File: src/rtl/req_issuer.sv
// Requester side of the priority selector: counts client events, drives req/en,
// retires one pending request per accepted one-hot grant and acks the client.
module req_issuer #(
   parameter int N     = 4,
   parameter int CNT_W = 3,
   parameter int GAP   = 1
) (
   input  logic         clock,
   input  logic         reset,
   input  logic [N-1:0] evt,
   output logic [N-1:0] req,
   output logic         en,
   input  logic [N-1:0] gnt,
   output logic [N-1:0] ack,
   output logic [N-1:0] ovf,
   output logic         gnt_err
);

   localparam logic [CNT_W-1:0] MAX_CNT = '1;
   localparam int GAP_W = (GAP > 1) ? $clog2(GAP) : 1;

   typedef enum logic [1:0] {
      S_IDLE,
      S_ARB,
      S_GAP
   } state_t;

   state_t                  r_state;
   logic                    r_en;
   logic [GAP_W-1:0]        r_gapCnt;
   logic [N-1:0][CNT_W-1:0] r_cnt;
   logic [N-1:0]            r_ack;
   logic [N-1:0]            r_ovf;
   logic                    r_gntErr;

   logic [N-1:0][CNT_W-1:0] w_cntNext;
   logic [N-1:0]            w_ovfSet;
   logic [N-1:0]            w_req;
   logic [N-1:0]            w_reqNext;
   logic [N-1:0]            w_dec;
   logic                    w_oneHot;
   logic                    w_accept;
   logic                    w_illegal;

   // A grant only counts when the selector was enabled, it is a single bit,
   // and that client actually has something pending; anything else nonzero is an error.
   always_comb begin
      w_oneHot  = (gnt != '0) && ((gnt & (gnt - N'(1))) == '0);
      w_accept  = r_en && w_oneHot && ((gnt & w_req) != '0);
      w_illegal = (gnt != '0) && !w_accept;
      w_dec     = w_accept ? gnt : '0;
   end

   always_comb begin
      w_cntNext = r_cnt;
      w_ovfSet  = '0;
      w_req     = '0;
      w_reqNext = '0;
      for (int i = 0; i < N; i++) begin
         if (evt[i] && !w_dec[i]) begin
            if (r_cnt[i] == MAX_CNT) begin
               w_ovfSet[i] = 1'b1;
            end else begin
               w_cntNext[i] = r_cnt[i] + 1'b1;
            end
         end else if (w_dec[i] && !evt[i]) begin
            w_cntNext[i] = r_cnt[i] - 1'b1;
         end
         w_req[i]     = (r_cnt[i] != '0);
         w_reqNext[i] = (w_cntNext[i] != '0);
      end
   end

   always_ff @(posedge clock or posedge reset) begin
      if (reset) begin
         r_cnt    <= '0;
         r_ack    <= '0;
         r_ovf    <= '0;
         r_gntErr <= 1'b0;
      end else begin
         r_cnt    <= w_cntNext;
         r_ack    <= w_dec;
         r_ovf    <= r_ovf | w_ovfSet;
         r_gntErr <= r_gntErr | w_illegal;
      end
   end

   // en is registered alongside the state so it is high exactly while in ARB.
   always_ff @(posedge clock or posedge reset) begin
      if (reset) begin
         r_state  <= S_IDLE;
         r_en     <= 1'b0;
         r_gapCnt <= '0;
      end else begin
         case (r_state)
            S_IDLE: begin
               if (w_req != '0) begin
                  r_state <= S_ARB;
                  r_en    <= 1'b1;
               end
            end
            S_ARB: begin
               if (w_accept) begin
                  if (GAP > 0) begin
                     r_state  <= S_GAP;
                     r_en     <= 1'b0;
                     r_gapCnt <= GAP_W'(GAP - 1);
                  end else if (w_reqNext == '0) begin
                     r_state <= S_IDLE;
                     r_en    <= 1'b0;
                  end
               end else if (w_reqNext == '0) begin
                  r_state <= S_IDLE;
                  r_en    <= 1'b0;
               end
            end
            S_GAP: begin
               if (r_gapCnt == '0) begin
                  if (w_req != '0) begin
                     r_state <= S_ARB;
                     r_en    <= 1'b1;
                  end else begin
                     r_state <= S_IDLE;
                  end
               end else begin
                  r_gapCnt <= r_gapCnt - 1'b1;
               end
            end
            default: begin
               r_state <= S_IDLE;
               r_en    <= 1'b0;
            end
         endcase
      end
   end

   assign req     = w_req;
   assign en      = r_en;
   assign ack     = r_ack;
   assign ovf     = r_ovf;
   assign gnt_err = r_gntErr;

endmodule

File: config.mk
export PLATFORM = sky130hd
export DESIGN_NAME = req_issuer
export DESIGN_NICKNAME = d
export VERILOG_FILES = /design/src/rtl/req_issuer.sv
export SDC_FILE = /design/constraint.sdc
export NUM_CORES = 1
export LEC_CHECK = 0
export CORE_MARGIN = 1
export CORE_UTILIZATION = 35
export CTS_BUF_LIST = sky130_fd_sc_hd__clkbuf_4
export CTS_CLUSTER_DIAMETER = 30
export DETAILED_ROUTE_END_ITERATION = 12
export GPL_ROUTABILITY_DRIVEN = 0
export PLACE_DENSITY = 0.53
export SYNTH_ARGS = -nofsm -noshare
export SYNTH_HDL_FRONTEND = slang
export SYNTH_SLANG_ARGS = --single-unit
File: constraint.sdc
create_clock -name clock -period 4 [get_ports clock]
set_input_delay 1.2 -clock clock [delete_from_list [all_inputs] [get_ports clock]]
set_output_delay 1.2 -clock clock [all_outputs]
set_load 0.005 [all_outputs]
==> flow_summary_export.csv, run 1 <==
group,metric,value,unit
outcome,status,"finished clean",
critical_path,critPathLaunchType,"input pin",
drt,dr_total_vias,1394,
clocking,post_cts_resized,0,
final_layout,fin_nets,225,
clocking,post_cts_buffers,0,
power_and_ir_drop,power_density,494.6,nW/um^2
timing,skew,0.01382,ns
flow_run,maxCapViolCount,0,
timing,fmaxAchievable,283.5,MHz
synth,synth.avg_cell_area,9.308,sq um
drt,wl_per_cell,14.35,um
placement,port_buffers,23,
critical_path,end_kind,"register",
synth,synth_warnings,0,
grt,grt_pass1_wl,6341,um
timing,finalHoldViolCount,0,
grt,grt_max_degree,25,
synth,synth_edf_count,0,
drt,ant_nets,0,
synth,synthTopCellsByCount,"24 x dfrtp_1, 18 x inv_1, 16 x nor2_1, 12 x ha_1, 9 x o21ai_0",
floorplan,start_util,37.44,%
synth,synth_cell_types,53,
grt,grt_pass1_vias,1316,
synth,ys_seq_area_share,35.85,%
grt,antenna_found_initial,0,
timing,fin_crit,3.527,ns
timing,rsz0062_at_grt,"no",
grt,track_usage,15.71,%
clocking,htree_num_levels,1,
critical_path,cp_max_fo,7,
clocking,clk_latency,0.32,ns
drt,drt_wl_total,3645,um
timing,max-slew-margin-rel,39.22,%
clocking,cts_sinks,24,
synth,synthMostInstantiatedCell,"dfrtp_1",
clocking,ctsRootBufferMaster,"clkbuf_4",
clocking,cts_tree,"done",
power_and_ir_drop,max-vdd-ir-drop,239.1,uV
final_layout,final_core_util,44.18,%
floorplan,die_h,71.19,um
critical_path,critPathKind,"in -> reg",
clocking,holdBufCountCts,0,
synth,synthTopCellsByArea,"dfrtp_1 36%, ha_1 9.0%, inv_1 4.0%, nor2_1 3.6%, mux2i_1 3.0%",
drt,via_per_inst,5.488,
clocking,cts_max_path_buffers,2,
floorplan,die_x,71.19,um
final_layout,multiInputGateArea,960.9,sq um
synth,synth_area,1675,sq um
synth,ys.flop_type,"dfrtp_1",
synth,synth_top_area_cell,"dfrtp_1",
final_layout,fillers,438,
power_and_ir_drop,p_leak,0.0008807,uW
drt,dr.first_iter.drc_count,51,
timing,finalSetupViolations,0,
timing,tightest_slew,0.9107,ns
synth,synth_nets,202,
floorplan,num_rows,24,
clocking,path_clk_slew,0.15,ns
final_layout,areaGrowthSynthToFinish,18.00,%
floorplan,io_pins,24,
synth,synthArstFlopShare,100.0,%
grt,overflow,0,
drt,drc,0,
placement,dpl.hpwl,2776,um
floorplan,core,4474,sq um
synth,yosysTopAreaCellShare,35.85,%
final_layout,drive_gt1_share,9.901,%
synth,yosys_register_bits,24,
final_layout,seqCellArea,600.6,sq um
worst_hold_path,min_path_type,"reg -> reg",
critical_path,crit_arrival,3.72,ns
timing,slew_violations,0,
drt,drt_first_pass_iters,4,
synth,syn_inst,180,
final_layout,n_antenna_cell,0,
critical_path,worstPathRequired,4.19,ns
timing,setup_tns,0,ns
floorplan,fp.dieArea,5067,sq um
timing,post-route-period-util,88.19,%
clocking,cts_made_buffers,3,
==> layout by cell type (no fill, tap or decap), types with 3 or more instances in the layout <==
master and instances:
nand4_1 4, nand3_1 4, nand2_1 7, dfrtp_1 24, o21bai_1 3, nand2b_1 3
a21oi_1 8, nor2b_1 3, or4_1 3, or3_1 3, nor2_1 16, mux2i_1 5
xnor2_1 5, inv_1 18, clkdlybuf4s50_1 23, inv_2 3, clkbuf_4 3, o21ai_0 9
o21ai_1 3, ha_1 12, nor3_1 4
==> final timing paths <==
check                      slack [ns]        from  depth (start not counted)    endpoint
min                              0.46  r_state[1]                          1  r_state[1]
min in group asynchronous        1.36       reset                          2     gnt_err
max reg2reg                      1.18    r_cnt[9]                         10          en
min reg2reg                      0.46  r_state[1]                          1  r_state[1]
max                              0.47      gnt[2]                          9          en
max in group asynchronous        2.07       reset                          2    r_cnt[4]
==> metal layers <==
layer / up-vias / share of wire, % / global-route usage [%]
met1: 685 / 49 / 21.56
met4: 0 / 0.55 / 2.667
met2: 22 / 48 / 26.24
met5: - / 0 / 0
li1: 685 / - / -
met3: 2 / 2.9 / 2.849
==> area by class of cell <==
class,instances,area share (%)
tap,52,3.291
timing repair buffer,25,12.41
inverter,21,3.987
clock buffer,3,1.139
clock inverter,1,0.1899
multi-input combinational,128,48.61
sequential,24,30.38
==> critical path, cell delays in order <==
cell and delay [ns]:
clkdlybuf4s50_1 0.53, nor3b_2 0.32, nand4b_2 0.16, inv_2 0.13
mux2i_1 0.20, o311ai_1 0.14, or4_1 0.55, nor4b_2 0.32
o221ai_1 0.17
==> kinds of logic after synthesis <==
logic type	count (synthesis)	share of synthesized area (%)
and+or+nand+nor	58	20.24
AOI/OAI and AO/OA	44	19.42
buffers and inverters	28	6.795
DFF	24	35.85
adders and majority gates	13	9.559
muxes	7	5.004
xor gates and xnor gates	6	3.137
==> state kept, by name, indices dropped and copies added, names as in the netlist <==
signal / count
en: 1
r_state: 2
gnt_err: 1
r_cnt: 12
ack: 4
ovf: 4
==> where the power goes <==
group / leakage [uW] / internal (uW) / switching [uW]
Combinational: 0.000603 / 226 / 274
Clock: 0.0000154 / 36.5 / 76.6
Sequential: 0.000262 / 305 / 59.2
==> metrics by stage <==
stage / cells / hold WS, ns / area (sq um) / total power, uW / setup slack (ns)
2_1_floorplan: 180 / 0.4174 / 1675 / 738.8 / 0.7799
3_3_place_gp: 250 / 0.4377 / 1951 / 851.8 / 0.2193
3_5_place_dp: 250 / 0.4491 / 1951 / 862.8 / 0.1322
4_1_cts: 254 / 0.4656 / 1977 / 985.1 / 0.4697
5_1_grt: 254 / 0.4906 / 1977 / 1071 / 0.3961
6_report: 254 / 0.4644 / 1977 / 977.7 / 0.4725
Power figures use the tool's default switching activity.
==> run 2: changes to the inputs <==
- CTS_CLUSTER_DIAMETER: 30 -> not set
- CTS_CLUSTER_SIZE: not set -> 40
- SLEW_MARGIN: not set -> 20
==> run 2 against run 1 <==
  * Worst hold slack hardly changed
  * Clock power about the same
  * Non-clock buffer count unchanged
  * Core utilization is the same
  * Wire length is 0.11% lower
  * Total power barely moved
  * Clock skew barely moved
  * Largest cell class unchanged
==> flow_summary_export.csv, run 2 (synthesis results as in run 1) <==
group,metric,value,unit
outcome,status,"finished clean",
drt,drt_first_pass_iters,4,
final_layout,mostFrequentLayoutCell,"dfrtp_1",
clocking,cts_made_buffers,3,
final_layout,final_cell_mix,"24 x dfrtp_1, 23 x clkdlybuf4s50_1, 17 x inv_1, 16 x nor2_1, 12 x ha_1",
final_layout,largest_reg_flops,12,
grt,overflow,0,
critical_path,critPathLaunchType,"input pin",
power_and_ir_drop,max-vdd-ir-drop,239.1,uV
drt,dr.first_iter.drc_count,51,
power_and_ir_drop,power_density,494.5,nW/um^2
grt,grt_max_degree,25,
grt,track_usage,15.71,%
timing,tightest_slew,0.8592,ns
final_layout,fin_nets,225,
floorplan,core,4474,sq um
worst_hold_path,min_path_cells,1,
timing,finalSetupViolations,0,
grt,antenna_found_initial,0,
critical_path,reg2reg_depth,10,
timing,max-slew-margin-rel,42.37,%
critical_path,r2r_end,"en",
floorplan,io_pins,24,
power_and_ir_drop,p_leak,0.0008769,uW
critical_path,reg2reg_from,"r_cnt[0]",
timing,rsz0062_at_grt,"no",
floorplan,fp.dieArea,5067,sq um
placement,port_buffers,23,
floorplan,num_rows,24,
flow_run,maxCapViolCount,0,
timing,fin_crit,3.519,ns
critical_path,worstPathRequired,4.19,ns
final_layout,top_register,"r_cnt",
critical_path,reg2reg_slack,1.18,ns
timing,skew,0.01422,ns
final_layout,areaGrowthSynthToFinish,18.00,%
timing,setup_tns,0,ns
clocking,holdBufCountCts,0,
drt,dr_total_vias,1397,
floorplan,die_x,71.19,um
drt,ant_nets,0,
timing,whs,0.4644,ns
clocking,path_clk_slew,0.15,ns
clocking,cts_tree,"done",
clocking,post_cts_buffers,0,
clocking,cts_sinks,24,
clocking,clk_latency,0.32,ns
clocking,cts_max_path_buffers,2,
floorplan,start_util,37.44,%
clocking,post_cts_resized,0,
timing,fmaxAchievable,284.2,MHz
grt,grt_pass1_vias,1316,
worst_hold_path,worstHoldStart,"r_state[1]",
floorplan,die_h,71.19,um
drt,wl_per_cell,14.33,um
drt,via_per_inst,5.500,
final_layout,n_antenna_cell,0,
drt,drt_wl_total,3641,um
placement,dpl.hpwl,2776,um
drt,drc,0,
timing,finalHoldViolCount,0,
critical_path,critPathKind,"in -> reg",
clocking,ctsRootBufferMaster,"clkbuf_4",
critical_path,crit_arrival,3.71,ns
critical_path,cp_max_fo,7,
timing,post-route-period-util,87.97,%
worst_hold_path,hold_path_end,"r_state[1]",
worst_hold_path,min_path_type,"reg -> reg",
critical_path,end_kind,"register",
clocking,htree_num_levels,1,
grt,grt_pass1_wl,6341,um
timing,slew_violations,0,
final_layout,drive_gt1_share,9.901,%
==> run 2: cell type report <==
cell class,instances,area (sq um)
clock buffers,3,22.52
clock inverters,1,3.754
flip-flops and latches,24,600.6
well taps,52,65.06
fillers,438,2497
multi-input cells,128,960.9
inverters,21,78.83
repair buffers,25,245.2
==> run 2: how the worst max path moves through the flow <==
stage                       from  endpoint  slack, ns  cells after the start
after global placement    gnt[1]        en       0.22                      8
final                     gnt[2]        en       0.48                      9
after detailed placement  gnt[2]        en       0.13                      9
after global routing      gnt[1]        en       0.40                      8
after CTS                 gnt[2]        en       0.47                      9
after floorplan           gnt[0]        en       0.78                      8
==> run 2: metrics by stage <==
step	total power [uW]	std cells	instance area, sq um	utilization (%)	setup WS [ns]
2_1_floorplan	738.8	180	1675	-	0.7799
3_3_place_gp	851.8	250	1951	43.60	0.2193
3_5_place_dp	862.8	250	1951	43.60	0.1322
4_1_cts	985.1	254	1977	44.18	0.4697
5_1_grt	1071	254	1977	44.18	0.3961
6_report	977.6	254	1977	44.18	0.4811
==> run 2: metal layers <==
| layer | wire [um] | part of all wire (%) | track usage (%) |
|---|---|---|---|
| met1 | 1751 | 48 | 21.56 |
| met2 | 1735 | 48 | 26.24 |
| met3 | 134 | 3.7 | 2.849 |
| met4 | 20 | 0.55 | 2.667 |
| met5 | 0 | 0 | 0 |
==> run 2: where the power goes <==
| group | switching (uW) | internal [uW] |
|---|---|---|
| sequential | 59.1 | 305 |
| clock | 76.8 | 36.5 |
| combinational | 274 | 226 |
==> run 2: worst max-delay path, cell delays in order <==
cell             delay (ns)
clkdlybuf4s50_1        0.53
nor3b_2                0.32
nand4b_2               0.16
inv_2                  0.12
mux2i_1                0.20
o311ai_1               0.14
or4_1                  0.55
nor4b_2                0.32
o221ai_1               0.17
